File: src/rtl/memwb_stage.sv
// Memory/writeback stage: data BRAM port, accelerator bus master, registered writeback.
// Optional bus watchdog enabled by defining MEMWB_BUS_TIMEOUT_EN.
module memwb_stage #(
    parameter int unsigned DATA_W      = 16,
    parameter int unsigned ADDR_W      = 16,
    parameter int unsigned REG_AW      = 4,
    parameter int unsigned MEM_LAT     = 1,
    parameter int unsigned BUS_TIMEOUT = 255
) (
    input  logic              clk,
    input  logic              rst,
    input  logic              ex_valid,
    input  logic              ex_regwrite,
    input  logic              ex_memtoreg,
    input  logic              ex_bustoreg,
    input  logic              ex_memwrite,
    input  logic              ex_buswrite,
    input  logic [DATA_W-1:0] ex_alu_out,
    input  logic [DATA_W-1:0] ex_src2_data,
    input  logic [REG_AW-1:0] ex_regwraddr,
    output logic              dmem_en,
    output logic              dmem_we,
    output logic [ADDR_W-1:0] dmem_addr,
    output logic [DATA_W-1:0] dmem_wdata,
    input  logic [DATA_W-1:0] dmem_rdata,
    output logic              bus_req_valid,
    output logic              bus_req_we,
    output logic [ADDR_W-1:0] bus_req_addr,
    output logic [DATA_W-1:0] bus_req_wdata,
    input  logic              bus_req_ready,
    input  logic              bus_rsp_valid,
    input  logic [DATA_W-1:0] bus_rsp_data,
    output logic              wb_regwrite,
    output logic [REG_AW-1:0] wb_regwraddr,
    output logic [DATA_W-1:0] wb_regwrdata,
    output logic              stall_out,
    output logic              bus_timeout_err
);

    if (MEM_LAT < 1 || MEM_LAT > 3 || BUS_TIMEOUT < 1) begin : g_param_check
        $error("memwb_stage: MEM_LAT must be 1..3 and BUS_TIMEOUT at least 1");
    end

    typedef enum logic [1:0] {
        IDLE,
        MEM_WAIT,
        BUS_REQ,
        BUS_RSP
    } state_t;

    state_t state, state_nxt;

    logic              accept;
    logic              is_load, is_store, is_bus_rd, is_bus_wr, is_alu;
    logic              lat_done, req_fire, rsp_fire, timeout_hit;
    logic [1:0]        lat_cnt;
    logic              pend_regwrite;
    logic [REG_AW-1:0] pend_regaddr;

    // Reset blocks acceptance so the BRAM port stays quiet while rst is high.
    assign accept    = !rst && (state == IDLE) && ex_valid;
    assign is_load   = accept && ex_memtoreg;
    assign is_store  = accept && !ex_memtoreg && ex_memwrite;
    assign is_bus_rd = accept && !ex_memtoreg && !ex_memwrite && ex_bustoreg;
    assign is_bus_wr = accept && !ex_memtoreg && !ex_memwrite && !ex_bustoreg && ex_buswrite;
    assign is_alu    = accept && !ex_memtoreg && !ex_memwrite && !ex_bustoreg && !ex_buswrite;

    assign lat_done  = (state == MEM_WAIT) && (lat_cnt == 2'(MEM_LAT));
    assign req_fire  = (state == BUS_REQ) && bus_req_ready;
    assign rsp_fire  = (state == BUS_RSP) && bus_rsp_valid;
    assign stall_out = (state != IDLE);

    always_ff @(posedge clk) begin
        if (rst) state <= IDLE;
        else     state <= state_nxt;
    end

    always_comb begin
        state_nxt  = state;
        dmem_en    = is_load || is_store;
        dmem_we    = is_store;
        dmem_addr  = '0;
        dmem_wdata = '0;
        if (is_load || is_store) dmem_addr = ex_alu_out[ADDR_W-1:0];
        if (is_store)            dmem_wdata = ex_src2_data;
        case (state)
            IDLE: begin
                if (is_load)                     state_nxt = MEM_WAIT;
                else if (is_bus_rd || is_bus_wr) state_nxt = BUS_REQ;
            end
            MEM_WAIT: begin
                if (lat_done) state_nxt = IDLE;
            end
            BUS_REQ: begin
                if (req_fire)         state_nxt = bus_req_we ? IDLE : BUS_RSP;
                else if (timeout_hit) state_nxt = IDLE;
            end
            BUS_RSP: begin
                if (rsp_fire || timeout_hit) state_nxt = IDLE;
            end
            default: state_nxt = IDLE;
        endcase
    end

    always_ff @(posedge clk) begin
        if (rst) begin
            bus_req_valid <= 1'b0;
            bus_req_we    <= 1'b0;
            bus_req_addr  <= '0;
            bus_req_wdata <= '0;
            wb_regwrite   <= 1'b0;
            wb_regwraddr  <= '0;
            wb_regwrdata  <= '0;
            lat_cnt       <= '0;
            pend_regwrite <= 1'b0;
            pend_regaddr  <= '0;
        end else begin
            bus_req_valid <= (state_nxt == BUS_REQ);
            wb_regwrite   <= 1'b0;

            if (is_load || is_bus_rd) begin
                pend_regwrite <= ex_regwrite;
                pend_regaddr  <= ex_regwraddr;
            end

            if (is_load)
                lat_cnt <= 2'd1;
            else if ((state == MEM_WAIT) && !lat_done)
                lat_cnt <= lat_cnt + 2'd1;

            if (is_bus_rd || is_bus_wr) begin
                bus_req_we    <= is_bus_wr;
                bus_req_addr  <= ex_alu_out[ADDR_W-1:0];
                bus_req_wdata <= ex_src2_data;
            end

            // Address/data only move on a real write so they hold between pulses.
            if (is_alu) begin
                wb_regwrite <= ex_regwrite;
                if (ex_regwrite) begin
                    wb_regwraddr <= ex_regwraddr;
                    wb_regwrdata <= ex_alu_out;
                end
            end

            if (lat_done) begin
                wb_regwrite <= pend_regwrite;
                if (pend_regwrite) begin
                    wb_regwraddr <= pend_regaddr;
                    wb_regwrdata <= dmem_rdata;
                end
            end

            if (rsp_fire) begin
                wb_regwrite <= pend_regwrite;
                if (pend_regwrite) begin
                    wb_regwraddr <= pend_regaddr;
                    wb_regwrdata <= bus_rsp_data;
                end
            end
        end
    end

`ifdef MEMWB_BUS_TIMEOUT_EN
    localparam int unsigned TO_W = (BUS_TIMEOUT > 1) ? $clog2(BUS_TIMEOUT) : 1;

    logic [TO_W-1:0] to_cnt;

    // Completion in the same cycle as expiry wins; the counter only aborts a stuck transfer.
    assign timeout_hit = (((state == BUS_REQ) && !bus_req_ready) ||
                          ((state == BUS_RSP) && !bus_rsp_valid)) &&
                         (to_cnt == TO_W'(BUS_TIMEOUT - 1));

    always_ff @(posedge clk) begin
        if (rst) begin
            to_cnt          <= '0;
            bus_timeout_err <= 1'b0;
        end else begin
            if (is_bus_rd || is_bus_wr)
                to_cnt <= '0;
            else if ((state == BUS_REQ) || (state == BUS_RSP))
                to_cnt <= to_cnt + TO_W'(1);
            if (timeout_hit)
                bus_timeout_err <= 1'b1;
        end
    end
`else
    assign timeout_hit     = 1'b0;
    assign bus_timeout_err = 1'b0;
`endif

endmodule

File: config.mk
export PLATFORM = sky130hd
export DESIGN_NAME = memwb_stage
export DESIGN_NICKNAME = d
export VERILOG_FILES = /design/src/rtl/memwb_stage.sv
export SDC_FILE = /design/constraint.sdc
export NUM_CORES = 1
export LEC_CHECK = 0
export ABC_AREA = 1
export CORE_UTILIZATION = 40
export DETAILED_ROUTE_END_ITERATION = 10
export HOLD_SLACK_MARGIN = 0.06
export PLACE_DENSITY = 0.89
export SYNTH_ARGS = -nofsm -noshare
export SYNTH_HDL_FRONTEND = slang
export SYNTH_SLANG_ARGS = --single-unit
export TNS_END_PERCENT = 50
File: constraint.sdc
create_clock -name clk -period 2 [get_ports clk]
set_input_delay 0.4 -clock clk [delete_from_list [all_inputs] [get_ports clk]]
set_output_delay 0.4 -clock clk [all_outputs]
set_load 0.005 [all_outputs]
==> results.toml, run 1 <==
[clock_network]
cts_buffers = 9
cts_root_buf = "clkbuf_8"
cts_hold_buf = 0
insertion_delay_ns = 0.34
cts_tree = "yes"
cts.path.max_buffers = 2
cts_sinks = 64
htree_levels = 3
clkSlewWorstSetupHoldPaths_ns = 0.07

[grt]
antenna_found_initial = 0
grt_overflow_total = 0
grtUsageTotal = 0.2524
grt_first_pass_wirelength_um = 17260
grt_pass1_vias = 3798
grt_max_degree = 65

[run]
maxCapViolCount = 0

[logic_synthesis]
synth_area_per_cell_sq_um = 6.420
synth_largest_area_cell = "dfxtp_1"
yosysMostFrequentCell = "nand2_1"
synth_edf_count = 0
ys_ff_latch = 64
async_reset_ff_frac = 0
ys_warn_count = 0
synthFlopType = "dfxtp_1"
ys_top_cells_by_count = "nand2_1, nor2_1, inv_1, dfxtp_1, a21oi_1"
synth_top_area_frac = 0.3898
synth_cell_types = 28
seq_area_frac_synth = 0.3898
synthTopCellsByArea = "dfxtp_1, nand2_1, nor2_1, inv_1, a21oi_1"
synthCells = 512
syn_nets = 591
syn_area_sq_um = 3287

[floorplanning]
initial_utilization = 0.4188
die_area_sq_um = 8584
row_count = 32
die_height_um = 92.65
io_pins = 169
core_area_sq_um = 7848
fp.dieW_um = 92.65

[timing]
tns_ns = -0.003155
hold_ws_ns = 0.5043
maxSlewHeadroom = 0.6415
worst_pin_slew_ns = 0.5242
finalHoldViolCount = 0
maxSlewViolCount = 0
timing.fmax_ghz = 0.4992
finClkSkew_ns = 0.008489
setup-violations-final = 1
period_needed_ns = 2.003
period_share = 1.002
rsz0062_at_grt = "yes"
setup_ws_ns = -0.003155

[pwr]
swShare = 0.2667
leakagePower_nw = 2.654
p_sw_mw = 0.7538
p_per_area_nw_per_um2 = 522.2
p_int_mw = 2.072
power_frac_seq = 0.471
p_comb_frac = 0.181
ir_drop_mv = 0.4676
power_frac_clock = 0.348

[cells_and_area]
fill_cells = 637
antenna_cells = 0
nNetsFinal = 778
utilization = 0.6896
syn2layout_area_growth_pct = 64.64
drive_above_1_share = 0.1719
instances_no_fill = 806

[placed_design]
place_inst = 779
dp_slack_ns = -0.7629
io_buffer_count = 167
hpwl_um = 7846
gp_congestion = 0.8192

[detailed_routing]
wl_um = 10800
ant_nets = 0
drt-initial-drc-count = 117
drc = 0
via_per_inst = 4.864
firstDrtPassIters = 4
wl_per_cell_um = 13.40
vias = 3920

[worst_setup_path]
reg2reg_to = "bus_req_addr[6]$_SDFFE_PP0P_"
path_max_fanout = 17
cp-end-kind = "primary output"
rrSetupSlack_ns = 0.21
critPathRequiredTime_ns = 1.60
critPathArrivalTime_ns = 1.60
critPathLaunch = "state[0]$_SDFF_PP0_"
rr_worst_depth = 9
worstSetupStartpointType = "flip-flop"
critPathCapture = "dmem_addr[9]"
worstSetupPathType = "reg -> out"
reg2reg_from = "state[0]$_SDFF_PP0_"

[status]
failed_checks = "negative setup slack"
status = "complete, but fails checks"

[hold_path]
hold_class = "reg -> reg"
hold_depth = 2
hp-start = "pend_regaddr[1]$_SDFFE_PP0P_"
[cell usage in the layout (no fill, tap or decap), drive strengths merged, types with 6 or more instances in the layout]
cell type / synthesis / routed
clkdlybuf4s50: 0 / 129
nand2: 114 / 114
nor2: 89 / 89
inv: 86 / 86
dfxtp: 64 / 64
buf: 20 / 61
a21oi: 54 / 54
o21ai: 42 / 42
nand4: 19 / 19
clkbuf: 9 / 12
dlygate4sd2: 0 / 8
nand3: 6 / 6
clkinv: 2 / 6
[stage by stage]
stage                     area (sq um)  power, mW
after floorplan                   3287      1.524
after global placement            5185      1.841
after detailed placement          5185      1.851
after CTS                         5403      2.831
after global routing              5411      2.943
final                             5411      2.826
[kinds of logic (layout without fill, tap and decap cells)]
logic type / count (synthesis) / in the layout / synth area share
buffers and inverters: 117 / 309 / 0.1473
AO/OA/AOI/OAI: 99 / 99 / 0.1625
other: 1 / 1 / 0.001141
adder cells (fa/ha/maj): 1 / 1 / 0.003806
AND/OR/NAND/NOR: 230 / 230 / 0.2954
flip-flops: 64 / 64 / 0.3898
[worst max-delay path, cell delays in order (launching register included)]
cell             delay, ns
dfxtp_2               0.34
nor2_4                0.15
nand4_4               0.16
inv_2                 0.13
nor2_4                0.04
buf_12                0.15
nor2_2                0.08
clkdlybuf4s15_2       0.20
[power groups by stage]
| stage | clock (mW) | sequential [mW] | combinational, mW |
|---|---|---|---|
| final | 0.983 | 1.33 | 0.512 |
| after global placement | 0 | 1.36 | 0.484 |
| after global routing | 1.05 | 1.33 | 0.553 |
| after floorplan | 0 | 1.36 | 0.164 |
| after detailed placement | 0 | 1.36 | 0.492 |
| after CTS | 0.996 | 1.33 | 0.505 |
[state kept, by name, summed over array words and instances, names as in the netlist, 2 cells and up]
| register | count |
|---|---|
| bus_req_addr | 16 |
| bus_req_wdata | 16 |
| wb_regwrdata | 16 |
| pend_regaddr | 4 |
| state | 2 |
| wb_regwraddr | 4 |
| lat_cnt | 2 |
[layout make-up]
cell class | instances | area (sq um) | area share
multi-input cells | 331 | 1580 | 0.2920
repair buffers | 205 | 1917 | 0.3542
flip-flops and latches | 64 | 1284 | 0.2372
well taps | 102 | 127.6 | 0.02358
clock inverters | 6 | 35.03 | 0.006474
inverters | 88 | 330.3 | 0.06104
clock buffers | 10 | 137.6 | 0.02543
[timing repair]
item / CTS / global route
setup buffers: 10 / 1
cloned: 1 / 0
pin swaps: 2 / 3
resized for setup: 131 / 15
endpoints found under the setup margin: 34 / 27
[worst min-delay path by stage]
stage | endpoint | slack, ns
floorplan | wb_regwraddr[1]$_SDFF_PP0_ | 0.45
global placement | wb_regwraddr[1]$_SDFF_PP0_ | 0.46
detailed placement | wb_regwraddr[1]$_SDFF_PP0_ | 0.48
CTS | wb_regwraddr[1]$_SDFF_PP0_ | 0.50
global route | wb_regwraddr[1]$_SDFF_PP0_ | 0.54
finish | wb_regwraddr[1]$_SDFF_PP0_ | 0.50
[per-layer routing]
metal	global-route usage	vias up	routed length (um)
met5	0	-	0
met4	0.1038	0	200
met3	0.05829	19	654
met2	0.4673	125	5607
met1	0.2747	1816	4336
li1	-	1960	-
(Power assumes the default switching activity.)
==> run 2: changes to the inputs <==
--- a/config.mk
+++ b/config.mk
@@ -7,6 +7,7 @@
 export LEC_CHECK = 0
 export ABC_AREA = 1
 export CORE_UTILIZATION = 40
+export CTS_CLUSTER_SIZE = 10
 export DETAILED_ROUTE_END_ITERATION = 10
 export HOLD_SLACK_MARGIN = 0.06
 export PLACE_DENSITY = 0.89
==> results of run 2 <==
The final DEF is identical to that of run 1; final timing and power are the same.
